## src/rtl/read_channel_fsm_if.sv

```systemverilog
`default_nettype none
// ============================================================================
// Module   : read_channel_fsm_if
// Brief    : Bundle of the read channel sequencer's handshake signals: the
//            channel set from the CFG FSM, the register file read port, the
//            master controller read port and the status pulses.
//            master = sequencer side, slave = environment side.
// Revision : 1.0 - initial release
// ============================================================================
interface read_channel_fsm_if #(
  parameter int C_M_AXI_ADDR_WIDTH = 32,
  parameter int REGFILE_ADDR_WIDTH = 8,
  parameter int REGFILE_DATA_WIDTH = 32
);
  // Channel set from the CFG FSM
  logic                          validChannels;
  logic [31:0]                   activeChannels;
  // Register file read port
  logic                          regFile_readEnable;
  logic [REGFILE_ADDR_WIDTH-1:0] regFile_readAddr;
  logic [REGFILE_DATA_WIDTH-1:0] regFile_readData;
  // Master controller read port
  logic                          start_read;
  logic [C_M_AXI_ADDR_WIDTH-1:0] src_addr;
  logic [1:0]                    burst_type;
  logic [2:0]                    burst_size;
  logic [8:0]                    beats;
  logic                          read_transaction_completed;
  // Status
  logic                          channel_done;
  logic                          channel_error;
  logic [4:0]                    channel_id;
  logic                          all_done;
  logic                          busy;

  modport master (
    input  validChannels, activeChannels, regFile_readData, read_transaction_completed,
    output regFile_readEnable, regFile_readAddr, start_read, src_addr, burst_type,
           burst_size, beats, channel_done, channel_error, channel_id, all_done, busy
  );

  modport slave (
    output validChannels, activeChannels, regFile_readData, read_transaction_completed,
    input  regFile_readEnable, regFile_readAddr, start_read, src_addr, burst_type,
           burst_size, beats, channel_done, channel_error, channel_id, all_done, busy
  );
endinterface
`default_nettype wire

```

## src/rtl/read_channel_fsm.sv

```systemverilog
`default_nettype none
// ============================================================================
// Module   : read_channel_fsm
// Brief    : DMA read-side channel sequencer. Walks the pending channel set
//            lowest channel first, fetches each channel's config and source
//            address from the register file, and issues legal AXI4 read
//            bursts (<=256 beats, FIXED <=16 beats, no 4KB crossing).
// Revision : 1.0 - initial release
// ============================================================================
module read_channel_fsm #(
  parameter int C_M_AXI_ADDR_WIDTH = 32,
  parameter int REGFILE_ADDR_WIDTH = 8,
  parameter int REGFILE_DATA_WIDTH = 32,
  parameter int NUM_CHANNELS       = 32
) (
  input  wire logic           AXI_aclk,
  input  wire logic           AXI_aresetn,
  read_channel_fsm_if.master  bus
);

  localparam int AW = C_M_AXI_ADDR_WIDTH;
  localparam int RA = REGFILE_ADDR_WIDTH;
  localparam logic [1:0] C_FIXED = 2'b00;
  localparam logic [1:0] C_INCR  = 2'b01;

  typedef enum logic [2:0] {
    S_IDLE, S_CFG_REQ, S_ADDR_REQ, S_ADDR_CAP, S_PLAN, S_ISSUE, S_WAIT_RESP, S_NEXT_CH
  } state_t;

  state_t                  state_q;
  logic [NUM_CHANNELS-1:0] pending_q;
  logic [4:0]              cur_ch_q;
  logic [1:0]              type_q;
  logic [2:0]              size_q;
  logic [15:0]             remaining_q;
  logic [AW-1:0]           cur_addr_q;

  logic                    rd_en_q;
  logic [RA-1:0]           rd_addr_q;
  logic                    start_q;
  logic [AW-1:0]           src_addr_q;
  logic [1:0]              btype_q;
  logic [2:0]              bsize_q;
  logic [8:0]              beats_q;
  logic                    done_q;
  logic                    err_q;
  logic [4:0]              id_q;
  logic                    all_done_q;

  logic [NUM_CHANNELS-1:0] pending_d;
  logic [4:0]              next_ch_d;
  logic [12:0]             room_d;
  logic [12:0]             cap_d;
  logic [8:0]              beats_d;
  logic [15:0]             rem_next_d;
  logic                    misalign_d;
  logic                    illegal_d;
  logic                    unused_bits;

  // Pending set: retire the served channel in NEXT_CH; a new strobe ORs in
  // afterwards so a re-request of the same channel wins over the clear.
  always_comb begin
    pending_d = pending_q;
    if (state_q == S_NEXT_CH) pending_d[cur_ch_q] = 1'b0;
    if (bus.validChannels) pending_d = pending_d | bus.activeChannels[NUM_CHANNELS-1:0];
  end

  // Lowest set bit of the upcoming pending set selects the next channel.
  always_comb begin
    next_ch_d = '0;
    for (int i = NUM_CHANNELS - 1; i >= 0; i--) begin
      if (pending_d[i]) next_ch_d = 5'(i);
    end
  end

  // Burst planning and legality checks.
  always_comb begin
    room_d     = (13'd4096 - {1'b0, cur_addr_q[11:0]}) >> size_q;
    if (type_q == C_FIXED) cap_d = 13'd16;
    else                   cap_d = (room_d > 13'd256) ? 13'd256 : room_d;
    beats_d    = (remaining_q < {3'b000, cap_d}) ? remaining_q[8:0] : cap_d[8:0];
    rem_next_d = remaining_q - {7'd0, beats_q};
    misalign_d = ((size_q == 3'd1) && bus.regFile_readData[0]) ||
                 ((size_q == 3'd2) && (bus.regFile_readData[1:0] != 2'b00));
    illegal_d  = type_q[1] || (size_q > 3'd2) || ((type_q == C_INCR) && misalign_d);
  end

  // Config word bits that carry no meaning for the read side.
  assign unused_bits = ^{bus.regFile_readData[REGFILE_DATA_WIDTH-1:27],
                         bus.regFile_readData[21:16]};

  // Sequencer FSM with registered outputs; status pulses default low.
  always_ff @(posedge AXI_aclk or negedge AXI_aresetn) begin
    if (!AXI_aresetn) begin
      state_q     <= S_IDLE;
      pending_q   <= '0;
      cur_ch_q    <= '0;
      type_q      <= '0;
      size_q      <= '0;
      remaining_q <= '0;
      cur_addr_q  <= '0;
      rd_en_q     <= 1'b0;
      rd_addr_q   <= '0;
      start_q     <= 1'b0;
      src_addr_q  <= '0;
      btype_q     <= '0;
      bsize_q     <= '0;
      beats_q     <= '0;
      done_q      <= 1'b0;
      err_q       <= 1'b0;
      id_q        <= '0;
      all_done_q  <= 1'b0;
    end else begin
      pending_q  <= pending_d;
      start_q    <= 1'b0;
      done_q     <= 1'b0;
      err_q      <= 1'b0;
      all_done_q <= 1'b0;
      case (state_q)
        S_IDLE: begin
          if (pending_d != '0) begin
            state_q   <= S_CFG_REQ;
            cur_ch_q  <= next_ch_d;
            rd_en_q   <= 1'b1;
            rd_addr_q <= RA'({next_ch_d, 2'b01});
          end
        end
        S_CFG_REQ: begin
          state_q   <= S_ADDR_REQ;
          rd_addr_q <= RA'({cur_ch_q, 2'b10});
        end
        S_ADDR_REQ: begin
          type_q      <= bus.regFile_readData[26:25];
          size_q      <= bus.regFile_readData[24:22];
          remaining_q <= bus.regFile_readData[15:0];
          rd_en_q     <= 1'b0;
          rd_addr_q   <= '0;
          state_q     <= S_ADDR_CAP;
        end
        S_ADDR_CAP: begin
          cur_addr_q <= bus.regFile_readData[AW-1:0];
          if (illegal_d) begin
            err_q   <= 1'b1;
            id_q    <= cur_ch_q;
            state_q <= S_NEXT_CH;
          end else if (remaining_q == 16'd0) begin
            done_q  <= 1'b1;
            id_q    <= cur_ch_q;
            state_q <= S_NEXT_CH;
          end else begin
            state_q <= S_PLAN;
          end
        end
        S_PLAN: begin
          beats_q    <= beats_d;
          src_addr_q <= cur_addr_q;
          btype_q    <= type_q;
          bsize_q    <= size_q;
          start_q    <= 1'b1;
          state_q    <= S_ISSUE;
        end
        S_ISSUE: begin
          state_q <= S_WAIT_RESP;
        end
        S_WAIT_RESP: begin
          if (bus.read_transaction_completed) begin
            remaining_q <= rem_next_d;
            if (type_q == C_INCR)
              cur_addr_q <= cur_addr_q + ({{(AW-9){1'b0}}, beats_q} << size_q);
            if (rem_next_d == 16'd0) begin
              done_q  <= 1'b1;
              id_q    <= cur_ch_q;
              state_q <= S_NEXT_CH;
            end else begin
              state_q <= S_PLAN;
            end
          end
        end
        S_NEXT_CH: begin
          if (pending_d == '0) begin
            all_done_q <= 1'b1;
            state_q    <= S_IDLE;
          end else begin
            state_q   <= S_CFG_REQ;
            cur_ch_q  <= next_ch_d;
            rd_en_q   <= 1'b1;
            rd_addr_q <= RA'({next_ch_d, 2'b01});
          end
        end
        default: state_q <= S_IDLE;
      endcase
    end
  end

  assign bus.regFile_readEnable = rd_en_q;
  assign bus.regFile_readAddr   = rd_addr_q;
  assign bus.start_read         = start_q;
  assign bus.src_addr           = src_addr_q;
  assign bus.burst_type         = btype_q;
  assign bus.burst_size         = bsize_q;
  assign bus.beats              = beats_q;
  assign bus.channel_done       = done_q;
  assign bus.channel_error      = err_q;
  assign bus.channel_id         = id_q;
  assign bus.all_done           = all_done_q;
  assign bus.busy               = (state_q != S_IDLE);

endmodule
`default_nettype wire
```

## src/flat_wrapper.sv

```systemverilog
// flat-port wrapper written by rule: the top's interface ports become plain ports
module read_channel_fsm_flat 
#(
  parameter int C_M_AXI_ADDR_WIDTH = 32,
  parameter int REGFILE_ADDR_WIDTH = 8,
  parameter int REGFILE_DATA_WIDTH = 32,
  parameter int NUM_CHANNELS       = 32
)
  (AXI_aclk, AXI_aresetn, bus_validChannels, bus_activeChannels, bus_regFile_readData, bus_read_transaction_completed, bus_regFile_readEnable, bus_regFile_readAddr, bus_start_read, bus_src_addr, bus_burst_type, bus_burst_size, bus_beats, bus_channel_done, bus_channel_error, bus_channel_id, bus_all_done, bus_busy);
  read_channel_fsm_if #(.C_M_AXI_ADDR_WIDTH(C_M_AXI_ADDR_WIDTH), .REGFILE_ADDR_WIDTH(REGFILE_ADDR_WIDTH), .REGFILE_DATA_WIDTH(REGFILE_DATA_WIDTH)) bus_i ();
  input  wire logic AXI_aclk;
  input  wire logic AXI_aresetn;
  input wire logic [$bits(bus_i.validChannels)-1:0] bus_validChannels;
  input wire logic [$bits(bus_i.activeChannels)-1:0] bus_activeChannels;
  input wire logic [$bits(bus_i.regFile_readData)-1:0] bus_regFile_readData;
  input wire logic [$bits(bus_i.read_transaction_completed)-1:0] bus_read_transaction_completed;
  output wire logic [$bits(bus_i.regFile_readEnable)-1:0] bus_regFile_readEnable;
  output wire logic [$bits(bus_i.regFile_readAddr)-1:0] bus_regFile_readAddr;
  output wire logic [$bits(bus_i.start_read)-1:0] bus_start_read;
  output wire logic [$bits(bus_i.src_addr)-1:0] bus_src_addr;
  output wire logic [$bits(bus_i.burst_type)-1:0] bus_burst_type;
  output wire logic [$bits(bus_i.burst_size)-1:0] bus_burst_size;
  output wire logic [$bits(bus_i.beats)-1:0] bus_beats;
  output wire logic [$bits(bus_i.channel_done)-1:0] bus_channel_done;
  output wire logic [$bits(bus_i.channel_error)-1:0] bus_channel_error;
  output wire logic [$bits(bus_i.channel_id)-1:0] bus_channel_id;
  output wire logic [$bits(bus_i.all_done)-1:0] bus_all_done;
  output wire logic [$bits(bus_i.busy)-1:0] bus_busy;
  assign bus_i.validChannels = bus_validChannels;
  assign bus_i.activeChannels = bus_activeChannels;
  assign bus_i.regFile_readData = bus_regFile_readData;
  assign bus_i.read_transaction_completed = bus_read_transaction_completed;
  assign bus_regFile_readEnable = bus_i.regFile_readEnable;
  assign bus_regFile_readAddr = bus_i.regFile_readAddr;
  assign bus_start_read = bus_i.start_read;
  assign bus_src_addr = bus_i.src_addr;
  assign bus_burst_type = bus_i.burst_type;
  assign bus_burst_size = bus_i.burst_size;
  assign bus_beats = bus_i.beats;
  assign bus_channel_done = bus_i.channel_done;
  assign bus_channel_error = bus_i.channel_error;
  assign bus_channel_id = bus_i.channel_id;
  assign bus_all_done = bus_i.all_done;
  assign bus_busy = bus_i.busy;
  read_channel_fsm #(.C_M_AXI_ADDR_WIDTH(C_M_AXI_ADDR_WIDTH), .REGFILE_ADDR_WIDTH(REGFILE_ADDR_WIDTH), .REGFILE_DATA_WIDTH(REGFILE_DATA_WIDTH), .NUM_CHANNELS(NUM_CHANNELS)) u_core (.AXI_aclk(AXI_aclk), .AXI_aresetn(AXI_aresetn), .bus(bus_i));
endmodule
```

## config.mk

```make
export PLATFORM = sky130hd
export DESIGN_NAME = read_channel_fsm_flat
export DESIGN_NICKNAME = d
export VERILOG_FILES = /design/src/rtl/read_channel_fsm_if.sv /design/src/rtl/read_channel_fsm.sv /design/src/flat_wrapper.sv
export SDC_FILE = /design/constraint.sdc
export NUM_CORES = 1
export LEC_CHECK = 0
export BUFFER_PORTS_ARGS = -buffer_cell sky130_fd_sc_hd__buf_2
export CAP_MARGIN = 10
export CORE_MARGIN = 3
export CORE_UTILIZATION = 30
export DETAILED_ROUTE_END_ITERATION = 10
export SETUP_SLACK_MARGIN = 0.05
export SLEW_MARGIN = 20
export SYNTH_ARGS = -nofsm -noshare
export SYNTH_HDL_FRONTEND = slang
export SYNTH_SLANG_ARGS = --single-unit
export TNS_END_PERCENT = 50
```

## constraint.sdc

```tcl
create_clock -name AXI_aclk -period 5.55 [get_ports AXI_aclk]
set_input_delay 0.8325 -clock AXI_aclk [delete_from_list [all_inputs] [get_ports AXI_aclk]]
set_output_delay 0.8325 -clock AXI_aclk [all_outputs]
set_load 0.005 [all_outputs]
```

==> results.json <==
{
  "start_util_pct": 30.9,
  "die_w_um": 193,
  "insertion_delay_ps": 450,
  "rrSetupSlack_ps": 280,
  "worst-path-buf-inv": 2,
  "critical_path_required_ps": 5890,
  "finalClockSkew_ps": 13.8,
  "cpPeakStageDelay_ps": 480,
  "nets": 1484,
  "cts_root_buf": "clkbuf_16",
  "cp_max_fo": 13,
  "io_buffers": 131,
  "vdd_drop_max_mv": 0.320,
  "crit_arrival_ps": 5610,
  "hold_class": "input pin to asynchronous set/reset pin",
  "fin_hold_ws_ps": 404,
  "cts_inserted_buffers": 17,
  "layout-drive-gt1-share_pct": 17.0,
  "core-area_mm2": 0.0340,
  "yosys_warnings": 0,
  "pwr-share-comb_pct": 56.1,
  "slew_headroom_pct": 29.3,
  "path_cells": "inv_1, ha_1, or3b_2, or4_1, a32o_1, a211o_1, nor3_2, o21ai_1, o41ai_2, o21ai_2, or2_1, ha_1, and4_1, a21oi_1, a21oi_1, and4bb_2, o31ai_4, buf_12, mux2i_1, mux2_2",
  "io_pins": 133,
  "netlist-cell-type-count": 85,
  "die_area_mm2": 0.0372,
  "final_core_util_pct": 35.8,
  "seqPwrFrac_pct": 27.9,
  "grt_pass1_wl_um": 55600,
  "async_reset_ff_share_pct": 100,
  "rows": 67,
  "leakage_nw": 5.31,
  "grt_usage_pct": 19.0,
  "grt_pass1_vias": 9908,
  "tightest_slew_ps": 1060,
  "power.density_mw_per_mm2": 617,
  "syn2layout_area_growth_pct": 16.1,
  "overflow": 0,
  "finalPower_w": 0.00750,
  "gp_congestion": 0.998,
  "grt_max_degree": 78,
  "firstDrtPassIters": 5,
  "clkTransAtPathRegs_ps": 80,
  "rsz0062_at_grt": "no",
  "antenna_found_initial": 4,
  "dpl.hpwl_um": 25700,
  "viasPerCell": 5.51,
  "syn_area_mm2": 0.0105,
  "finalSetupViolCount": 0,
  "rr_endpoint": "u_core.bus.beats[8]",
  "status": "complete, no violations",
  "cts.sinks": 156,
  "drtIter0Drc": 973,
  "clkPwrFrac_pct": 16.0,
  "crit_family": "simple AND/OR/NAND/NOR gates",
  "syn_inst": 1287,
  "worstSetupPathType": "flip-flop to flip-flop",
  "min_period_over_period_pct": 95.0,
  "postSynthRegisterBits": 156,
  "maxCapViolCount": 0,
  "fin_ws_ps": 276,
  "max_freq_mhz": 190,
  "worst_path_max_delay_cell": "or3b_2",
  "yosysSeqAreaShare_pct": 37.3,
  "r2r-start": "u_core.cur_addr_q[1]",
  "min_period_ps": 5270,
  "synth_ff_type": "dfrtp_1",
  "fp.dieH_um": 193,
  "wl_per_cell_um": 19.0,
  "vias": 10100,
  "drv_slew": 0,
  "p_switching_w": 0.00369,
  "finalHoldViolations": 0,
  "clk_path_buf_depth": 2,
  "synth_edf_count": 0,
  "cp-end-kind": "flip-flop",
  "netSwitchingFraction_pct": 49.2,
  "startpoint_type": "flip-flop",
  "reg2reg_depth": 20,
  "cts_tree": "done",
  "drcViolationCount": 0,
  "postSynthAreaPerCell_um2": 8.14,
  "fin_setup_tns_ps": 0,
  "pre_cts_ws_ps": 181,
  "ant_nets": 0,
  "cts-htree-levels": 4,
  "wl_um": 35000,
  "p_int_w": 0.00381
}
==> through the flow <==
stage               cell area [µm²]  std cells
finish                        12200       1840
global placement              11500       1803
detailed placement            11500       1803
floorplan                     10500       1290
global route                  12200       1840
CTS                           12100       1835
==> placed cells by master (no fill, tap or decap), drive strengths merged, types with 5 or more instances in the layout <==
cell	count
o21a	9
xnor2	14
nand4	10
a22o	7
o31a	7
inv	50
a311oi	15
a22oi	10
nand2	257
o21ai	93
clkbuf	17
mux2	12
a31oi	18
dfrtp	156
o311ai	10
a21o	13
nor2b	10
a21boi	8
and3	16
o31ai	28
or2	12
nor3	36
o211ai	12
conb	5
or3	13
and2	10
ha	38
o22ai	11
nor4	16
buf	157
a21oi	59
nand2b	13
a211oi	14
mux2i	18
nand3	33
or4	7
clkinv	5
a2bb2oi	7
nor2	91
==> routing by layer <==
layer  wire length (µm)  share of wire, %  vias up  track usage, %
met5                 13             0.037        -               0
met4               1120               3.2        2            7.18
met3               2210               6.3       63            3.65
met2              15300                44      367            28.7
met1              16400                47     4852            26.7
li1                   -                 -     4849               -
==> registers in the layout (all words and copies together) (netlist names) <==
name and flops:
u_core.bus.burst_size 3, u_core.pending_q 32, u_core.bus.regFile_readAddr 7, u_core.bus.regFile_readEnable 1, u_core.cur_addr_q 32, u_core.bus.src_addr 32
u_core.bus.channel_id 5, u_core.bus.start_read 1, u_core.type_q 2, u_core.bus.burst_type 2, u_core.cur_ch_q 5, u_core.bus.channel_done 1
u_core.bus.channel_error 1, u_core.remaining_q 16, u_core.state_q 3, u_core.bus.all_done 1, u_core.size_q 3, u_core.bus.beats 9
==> timing repair <==
action,in CTS,in global routing
endpoints found under the setup margin,0,6
gates resized for setup,0,1
hold buffers,0,0
setup buffers,0,2
==> kinds of logic (layout without fill, tap and decap cells) <==
logic type / Yosys count / in the layout / synth area share, %
AOI/OAI and AO/OA: 363 / 363 / 23.7
adders and majority gates: 40 / 40 / 4.92
muxes: 31 / 31 / 3.22
and+or+nand+nor: 548 / 548 / 24.5
DFF: 156 / 156 / 37.3
xor gates and xnor gates: 16 / 16 / 1.34
other: 2 / 8 / 0.0717
buffers and inverters: 131 / 230 / 5.04
==> Yosys cell counts, drive strengths merged, types with 7 or more instances <==
| cell | n | share of area [%] |
|---|---|---|
| a211oi | 14 | 1.0 |
| a21boi | 8 | 0.57 |
| a21o | 13 | 0.93 |
| a21oi | 59 | 2.8 |
| a22o | 7 | 0.59 |
| a22oi | 10 | 0.72 |
| a2bb2oi | 7 | 0.59 |
| a311oi | 15 | 1.3 |
| a31oi | 18 | 1.1 |
| and2 | 10 | 0.60 |
| and3 | 16 | 0.96 |
| buf | 19 | 1.0 |
| clkbuf | 71 | 2.6 |
| dfrtp | 156 | 37 |
| ha | 38 | 4.5 |
| inv | 41 | 1.5 |
| mux2 | 12 | 1.3 |
| mux2i | 18 | 1.7 |
| nand2 | 257 | 9.2 |
| nand2b | 13 | 0.78 |
| nand3 | 33 | 1.6 |
| nand4 | 10 | 0.60 |
| nor2 | 91 | 3.3 |
| nor2b | 10 | 0.60 |
| nor3 | 36 | 1.8 |
| nor4 | 16 | 1.1 |
| o211ai | 12 | 0.86 |
| o21a | 9 | 0.66 |
| o21ai | 93 | 4.6 |
| o22ai | 11 | 0.66 |
| o311ai | 10 | 0.84 |
| o31a | 7 | 0.59 |
| o31ai | 28 | 2.1 |
| or2 | 12 | 0.72 |
| or3 | 13 | 0.78 |
| or4 | 7 | 0.54 |
| xnor2 | 14 | 1.2 |
==> worst reg2reg max path, delay by kind of cell (launching register included) <==
kind,cells,cell delay [ps]
AOI/OAI and AO/OA,8,1520
adders and majority gates,2,570
buffers and inverters,2,330
DFF,1,450
muxes,2,400
and+or+nand+nor,6,1890
==> layout make-up <==
| class | instances | area, µm² |
|---|---|---|
| flip-flops and latches | 156 | 3900 |
| diodes | 3 | 7.51 |
| clock buffers | 17 | 425 |
| inverters | 41 | 154 |
| clock inverters | 15 | 165 |
| fillers | 3561 | 21800 |
| multi-input cells | 1003 | 6080 |
| well taps | 448 | 561 |
| repair buffers | 157 | 870 |
==> worst max-delay path by stage <==
stage	startpoint	endpoint	cells after the start
after floorplan	u_core.cur_addr_q[6]	u_core.bus.beats[4]	20
after global placement	u_core.cur_addr_q[1]	u_core.bus.beats[4]	18
after detailed placement	u_core.cur_addr_q[1]	u_core.bus.beats[8]	17
after CTS	u_core.cur_addr_q[1]	u_core.bus.beats[8]	17
after global routing	u_core.cur_addr_q[1]	u_core.bus.beats[8]	21
final	u_core.cur_addr_q[1]	u_core.bus.beats[8]	20
==> power by group through the flow <==
| stage | combinational (W) | sequential, W | clock (W) |
|---|---|---|---|
| global route | 0.00470 | 0.00217 | 0.00127 |
| floorplan | 0.00313 | 0.00183 | 0 |
| global placement | 0.00406 | 0.00209 | 0 |
| finish | 0.00421 | 0.00210 | 0.00120 |
| detailed placement | 0.00412 | 0.00210 | 0 |
| CTS | 0.00415 | 0.00208 | 0.00122 |
(Power assumes the default switching activity.)
